### src/rtl/r_arbiter.sv
// R-channel arbiter: grants one of three slaves for a whole burst and muxes its beats.
// Define R_ARB_RR_EN for round-robin selection; otherwise fixed priority S0 > S1 > S2.
module r_arbiter #(
   parameter int ID_W   = 8,
   parameter int DATA_W = 32,
   parameter int CNT_W  = 5
) (
   input  logic              clk,
   input  logic              rst,
   input  logic [ID_W-1:0]   RID_S0,
   input  logic [ID_W-1:0]   RID_S1,
   input  logic [ID_W-1:0]   RID_S2,
   input  logic [DATA_W-1:0] RDATA_S0,
   input  logic [DATA_W-1:0] RDATA_S1,
   input  logic [DATA_W-1:0] RDATA_S2,
   input  logic [1:0]        RRESP_S0,
   input  logic [1:0]        RRESP_S1,
   input  logic [1:0]        RRESP_S2,
   input  logic              RLAST_S0,
   input  logic              RLAST_S1,
   input  logic              RLAST_S2,
   input  logic              RVALID_S0,
   input  logic              RVALID_S1,
   input  logic              RVALID_S2,
   input  logic              RREADY,
   output logic [1:0]        SlaveID,
   output logic [ID_W-1:0]   RID,
   output logic [DATA_W-1:0] RDATA,
   output logic [1:0]        RRESP,
   output logic              RLAST,
   output logic              RVALID,
   output logic [CNT_W-1:0]  BEAT_CNT,
   output logic              BURST_ERR
);

   typedef enum logic {IDLE, GRANT} state_e;

   state_e            state_q;
   logic [1:0]        grant_q;
   logic [1:0]        grant_d;
   logic [CNT_W-1:0]  cnt_q;
   logic [2:0]        req;
   logic              hs;

   // First requester found scanning ptr, ptr+1, ptr+2 (mod 3); 3 when nobody requests.
   function automatic logic [1:0] pick(input logic [2:0] r, input logic [1:0] ptr);
      logic [1:0] idx;
      logic [1:0] res;
      res = 2'd3;
      idx = ptr;
      for (int k = 0; k < 3; k++) begin
         if (res == 2'd3 && r[idx]) res = idx;
         idx = (idx == 2'd2) ? 2'd0 : idx + 2'd1;
      end
      return res;
   endfunction

   function automatic logic [CNT_W-1:0] sat_inc(input logic [CNT_W-1:0] v);
      return (&v) ? v : v + CNT_W'(1);
   endfunction

   assign req = {RVALID_S2, RVALID_S1, RVALID_S0};

`ifdef R_ARB_RR_EN
   logic [1:0] rr_ptr_q;
   assign grant_d = pick(req, rr_ptr_q);
`else
   assign grant_d = pick(req, 2'd0);
`endif

   always_ff @(posedge clk) begin
      if (!rst) begin
         state_q  <= IDLE;
         grant_q  <= 2'd0;
         cnt_q    <= '0;
`ifdef R_ARB_RR_EN
         rr_ptr_q <= 2'd0;
`endif
      end else if (state_q == IDLE) begin
         if (|req) begin
            state_q <= GRANT;
            grant_q <= grant_d;
            cnt_q   <= '0;
         end
      end else if (hs) begin
         cnt_q <= sat_inc(cnt_q);
         if (RLAST) begin
            state_q  <= IDLE;
`ifdef R_ARB_RR_EN
            rr_ptr_q <= (grant_q == 2'd2) ? 2'd0 : grant_q + 2'd1;
`endif
         end
      end
   end

   // Beat fields follow the granted slave combinationally; all zero while idle.
   always_comb begin
      RID    = '0;
      RDATA  = '0;
      RRESP  = 2'd0;
      RLAST  = 1'b0;
      RVALID = 1'b0;
      if (state_q == GRANT) begin
         case (grant_q)
            2'd0: begin
               RID = RID_S0; RDATA = RDATA_S0; RRESP = RRESP_S0; RLAST = RLAST_S0; RVALID = RVALID_S0;
            end
            2'd1: begin
               RID = RID_S1; RDATA = RDATA_S1; RRESP = RRESP_S1; RLAST = RLAST_S1; RVALID = RVALID_S1;
            end
            2'd2: begin
               RID = RID_S2; RDATA = RDATA_S2; RRESP = RRESP_S2; RLAST = RLAST_S2; RVALID = RVALID_S2;
            end
            default: ;
         endcase
      end
   end

   assign SlaveID   = (state_q == GRANT) ? grant_q : 2'd3;
   assign hs        = RVALID && RREADY;
   assign BEAT_CNT  = cnt_q;
   assign BURST_ERR = hs && !RLAST && (cnt_q == CNT_W'(16));

endmodule
### config.mk
export PLATFORM = sky130hd
export DESIGN_NAME = r_arbiter
export DESIGN_NICKNAME = d
export VERILOG_FILES = /design/src/rtl/r_arbiter.sv
export SDC_FILE = /design/constraint.sdc
export NUM_CORES = 1
export LEC_CHECK = 0
export BUFFER_PORTS_ARGS = -buffer_cell sky130_fd_sc_hd__buf_2
export CORE_AREA = 2 2 72 74
export CTS_CLUSTER_DIAMETER = 80
export DETAILED_ROUTE_END_ITERATION = 10
export DIE_AREA = 0 0 74 76
export GPL_ROUTABILITY_DRIVEN = 0
export GPL_TIMING_DRIVEN = 0
export PLACE_DENSITY = 0.85
export SLEW_MARGIN = 15
export SYNTH_ARGS = -nofsm -noshare
export SYNTH_HDL_FRONTEND = slang
export SYNTH_SLANG_ARGS = --single-unit
### constraint.sdc
create_clock -name clk -period 3.5 [get_ports clk]
set_input_delay 0.7 -clock clk [delete_from_list [all_inputs] [get_ports clk]]
set_output_delay 0.7 -clock clk [all_outputs]
set_load 0.01 [all_outputs]
# Word level (Yosys, flattened, before mapping)
# Index checks and enable logic that the tools add are counted.
totals:
  out_inout_bits: 52
  word_cells: 46
  regBits: 8
  inputBits: 135
classes:
  n_eq_ne: 7
  n_mux: 22
  reduce_logical: 12
  n_addsub: 1
  n_bitwise: 1
ops:
  columns: ["cell", "count"]
  rows:
  - ["$pmux 32 s3", 1]
  - ["$mux 32", 1]
  - ["$pmux 8 s3", 1]
  - ["$mux 5", 4]
  - ["$mux 2", 5]
  - ["$mux 8", 1]
  - ["$eq 2x2->1 const B", 3]
  - ["$mux 1", 6]
  - ["$pmux 1 s3", 2]
  - ["$pmux 2 s3", 1]
  - ["$add 5x1->5 const B", 1]
  - ["$eq 5x5->1 const B", 1]
  - ["$logic_and 1x1->1", 5]
  - ["$reduce_and 5->1", 1]
  - ["$reduce_and 3->1", 1]
  - ["$reduce_or 3->1", 1]
  - ["$eq 2x1->1 const B", 1]
  - ["$logic_not 2->1", 1]
  - ["$ne 2x1->1 const B", 1]
  - ["$ne 2x2->1 const B", 1]
  - ["$reduce_and 2->1", 1]
  - ["$reduce_bool 2->1", 1]
  - ["$logic_not 1->1", 1]
  - ["$not 1->1", 1]

# Longest topological paths before layout
logic_depth:
  ltp_word: 7
  ltp_mapped: 7
  depth_no_buf: 7

# Least setup slack after synthesis
# Ideal clock, no wire load.
synth_timing:
  path_type: "input-to-output"
  startpoint: "input port RVALID_S2"
  endpoint: "output port BURST_ERR"
  path_buffers: 0
  path_stages: 4
  slack_ns: 1.423
  arrival_time_ns: 1.377
  t_required_ns: 2.800
  cell_sequence: "mux2i_2 o21ai_0 and2_2 nor4b_2"
synth_via:
  elab_chain_len: 5
synth_lines:
  columns: ["item", "line_no", "text"]
  rows:
  - ["start: declaration", "24", "input logic RVALID_S2,"]
  - ["$pmux 1 s3", "104", "case (grant_q)"]
  - ["$mux 1", "103", "if (state_q == GRANT) begin"]
  - ["$logic_and 1x1->1", "120", "assign hs = RVALID && RREADY;"]
  - ["$logic_and 1x1->1 (2 in a row)", "122", "assign BURST_ERR = hs && !RLAST && (cnt_q == CNT_W'(16));"]
  - ["end: declaration", "33", "output logic BURST_ERR"]
# Every way passes these cells.

# Worst setup path after layout
layout_timing:
  startpoint: "register grant_q[0]"
  endpoint: "output port RDATA[25]"
layout_via:
  elab_chain_len: 3
  word_cells_on_any_way: 5
  classes_between: "2 x eq/ne; 2 x mux; 1 x reduce/logical"
layout_lines:
  columns: ["item", "line_no", "text"]
  rows:
  - ["start: declaration", "39", "logic [1:0] grant_q;"]
  - ["start signal: assignment", "82", "grant_q <= grant_d;"]
  - ["$eq 2x2->1, or another cell as far along", "104", null]
  - ["$pmux 32 s3 (*)", "104", null]
  - ["$mux 32 (*)", "103", null]
  - ["end: declaration", "28", "output logic [DATA_W-1:0] RDATA,"]
# Every way passes the cells marked *; elsewhere a longest branch is shown, timed or not.

==> results.toml <==
[outcome]
status = "completed"

[place]
port_buffers = 186
dp_hpwl_mm = 5.47
placed_cell_area_um2 = 2650
dp_cells = 515

[synthesis]
synth-compound-area-share_pct = 22.7
muxShareOfSynthArea_pct = 27.3
ys_ff_latch = 8
synth_top_family_by_area = "simple AND/OR/NAND/NOR gates"
netlist_instances = 259
synth_xor_area_share_pct = 0
ys_types = 31
synthAdderAreaFrac_pct = 2.30
ys_seq_area_share_pct = 9.83
synth_nets = 397
syn_area_per_cell_um2 = 6.29
yosys.area_share.simple_pct = 30.1
ys_warn_count = 0
netlist_area_um2 = 1630

[min_path]
hold_path.class = "reg2reg"

[critical_path]
r2r_setup_slack_ns = 1.49
start_kind = "register"
rr_worst_depth = 7
critPathKind = "reg2out"
crit_start = "grant_q[0]"
critPathCaptureType = "primary output"
r2r_start = "BEAT_CNT[0]"
r2r-end = "BEAT_CNT[2]"
worstPathRequired_ns = 2.80
worstPathMaxFanout = 10
crit_end = "RDATA[25]"
worstPathArrival_ns = 1.89

[timing]
period_needed_ns = 2.59
hold_viol = 0
max_slew_margin_pct = 54.9
tightest_slew_ns = 0.672
setup_tns_ns = 0
finalClockSkew_ns = 0.00289
finalMaxSlewViolations = 0
period_share_pct = 73.9
finalSetupViolCount = 0
rsz0062_at_grt = "false"
fmax_mhz = 386

[cts]
clk_pin_slew_ns = 0.04
post_cts_buffers = 0
cts_tree = "built"
h-tree-depth = 1
postCtsHoldBufs = 0
tritoncts.num_buffers = 3
clk_latency_ns = 0.23
cts.sinks = 8
cts_root_buf = "clkbuf_8"
clock_path_buffers = 2
cts-resized-gates = 0

[floorplanning]
start_util_pct = 33.2
io_pins = 187
fp.dieArea_um2 = 5620
rows = 26
dieHeight_um = 76
core_um2 = 4910
die_w_um = 74

[layout]
instances_no_fill = 518
stdcell_area_um2 = 2690
final_cell_mix = "buf_2 (189), nor2_1 (88), a21oi_1 (47)"
layout.nets = 588
layout-drive-gt1-share_pct = 46.4
fin_util_pct = 54.7
insertedDiodeCount = 0
area_growth_pct = 65.1
mostFrequentLayoutCell = "buf_2"

[detailed_routing]
route.met2.wl_mm = 3.48
wl_per_cell_um = 12.9
drc = 0
vias = 2503
drtIter0Drc = 94
wl_met1_mm = 2.62
top_layer = "met4"
wl_mm = 6.71
antenna_left = 0
vias_per_cell = 4.83
wl_met3_um = 539
first_pass_iters = 5

[power_and_ir_drop]
switching_share_pct = 39.4
vdd_drop_max_uv = 111
p_int_mw = 0.323
leakagePower_nw = 1.42
comb_power_share_pct = 60.7
power_frac_seq_pct = 18.2
pwr_density_cell_nw_per_um2 = 198
power.total_mw = 0.533
switching_power_mw = 0.210
clock_power_share_pct = 21.1

[grt]
grt_pass1_vias = 2373
grt_max_degree = 11
grt_antenna_before_repair = 0
track_usage_pct = 22.2
globalRoute.totalOverflow = 0
grt_pass1_wl_mm = 10.3

[job]
max-cap-violations = 0
-- state kept, by name (all words and copies together) (netlist names) --
register,cells
grant_q,2
BEAT_CNT,5
state_q,1
-- stage by stage --
stage / hold slack (ns) / worst slack (ns)
CTS: 0.532 / 0.917
floorplan: 0.533 / 1.42
global placement: 0.510 / 1.04
detailed placement: 0.526 / 1.03
global route: 0.567 / 0.750
finish: 0.543 / 0.913
-- power by group through the flow --
stage                     registers (mW)  logic, mW  clock network (mW)
final                             0.0970      0.324               0.112
after CTS                         0.0970      0.324               0.112
after floorplan                   0.0982      0.175                   0
after global routing              0.0974      0.359               0.117
after global placement            0.0982      0.316                   0
after detailed placement          0.0985      0.322                   0
-- metal layers --
metal | track usage, % | vias to the layer above
met5 | 0 | -
met4 | 3.82 | 0
met3 | 4.37 | 8
met2 | 41.5 | 123
met1 | 25.7 | 1108
li1 | - | 1264
-- layout make-up --
type / instances / area (um^2)
plain buffers: 22 / 105
clock buffers: 3 / 41.3
fillers: 491 / 2220
inverters: 6 / 22.5
multi-input cells: 223 / 1340
flip-flops and latches: 8 / 160
well taps: 70 / 87.6
repair buffers: 186 / 931
-- synthesized netlist by cell type --
| cell type | number | area [um^2] |
|---|---|---|
| nand3_1 | 5 | 25.0 |
| a31oi_1 | 3 | 18.8 |
| buf_4 | 5 | 37.5 |
| nand2b_1 | 2 | 12.5 |
| buf_2 | 3 | 15.0 |
| nor4b_2 | 1 | 15.0 |
| or3b_4 | 1 | 11.3 |
| nor3_1 | 2 | 10.0 |
| inv_1 | 6 | 22.5 |
| nor4bb_2 | 1 | 16.3 |
| nand4_1 | 1 | 6.26 |
| o21ai_0 | 7 | 35.0 |
| o2bb2ai_4 | 1 | 27.5 |
| mux2i_2 | 1 | 13.8 |
| clkbuf_1 | 11 | 41.3 |
| a21o_1 | 1 | 7.51 |
| and3_1 | 1 | 6.26 |
| and2_2 | 1 | 7.51 |
| ha_1 | 3 | 37.5 |
| nand2_1 | 4 | 15.0 |
| mux2i_1 | 43 | 430 |
| a211o_2 | 1 | 10.0 |
| nor2b_1 | 1 | 6.26 |
| nand3b_1 | 1 | 7.51 |
| nor2_1 | 88 | 330 |
| dfxtp_1 | 8 | 160 |
| buf_1 | 3 | 11.3 |
| a21oi_1 | 47 | 235 |
| a21o_2 | 4 | 35.0 |
| and2_1 | 2 | 12.5 |
| nand4b_1 | 1 | 8.76 |
-- worst max-delay path: stages (launching register included) --
cell and delay [ns]:
dfxtp_1 0.37, clkbuf_1 0.43, buf_1 0.41, nor2_1 0.10, a21oi_1 0.13, nor2_1 0.06
buf_2 0.16
-- cells by family (layout without fill, tap and decap cells) --
| group | count (synthesis) | in the layout |
|---|---|---|
| muxes | 44 | 44 |
| AOI/OAI and AO/OA | 64 | 64 |
| DFF | 8 | 8 |
| buffers and inverters | 28 | 217 |
| and+or+nand+nor | 112 | 112 |
| adders and majority gates | 3 | 3 |
-- worst min-delay path by stage --
stage / slack (ns) / startpoint / to / cells past startpoint
2_1_floorplan: 0.53 / BEAT_CNT[2] / BEAT_CNT[2] / 2
3_3_place_gp: 0.51 / BEAT_CNT[2] / BEAT_CNT[2] / 2
3_5_place_dp: 0.53 / BEAT_CNT[3] / BEAT_CNT[3] / 2
4_1_cts: 0.53 / BEAT_CNT[3] / BEAT_CNT[3] / 2
5_1_grt: 0.57 / BEAT_CNT[3] / BEAT_CNT[3] / 2
6_report: 0.54 / BEAT_CNT[3] / BEAT_CNT[3] / 2
Power figures use the tool's default switching activity.
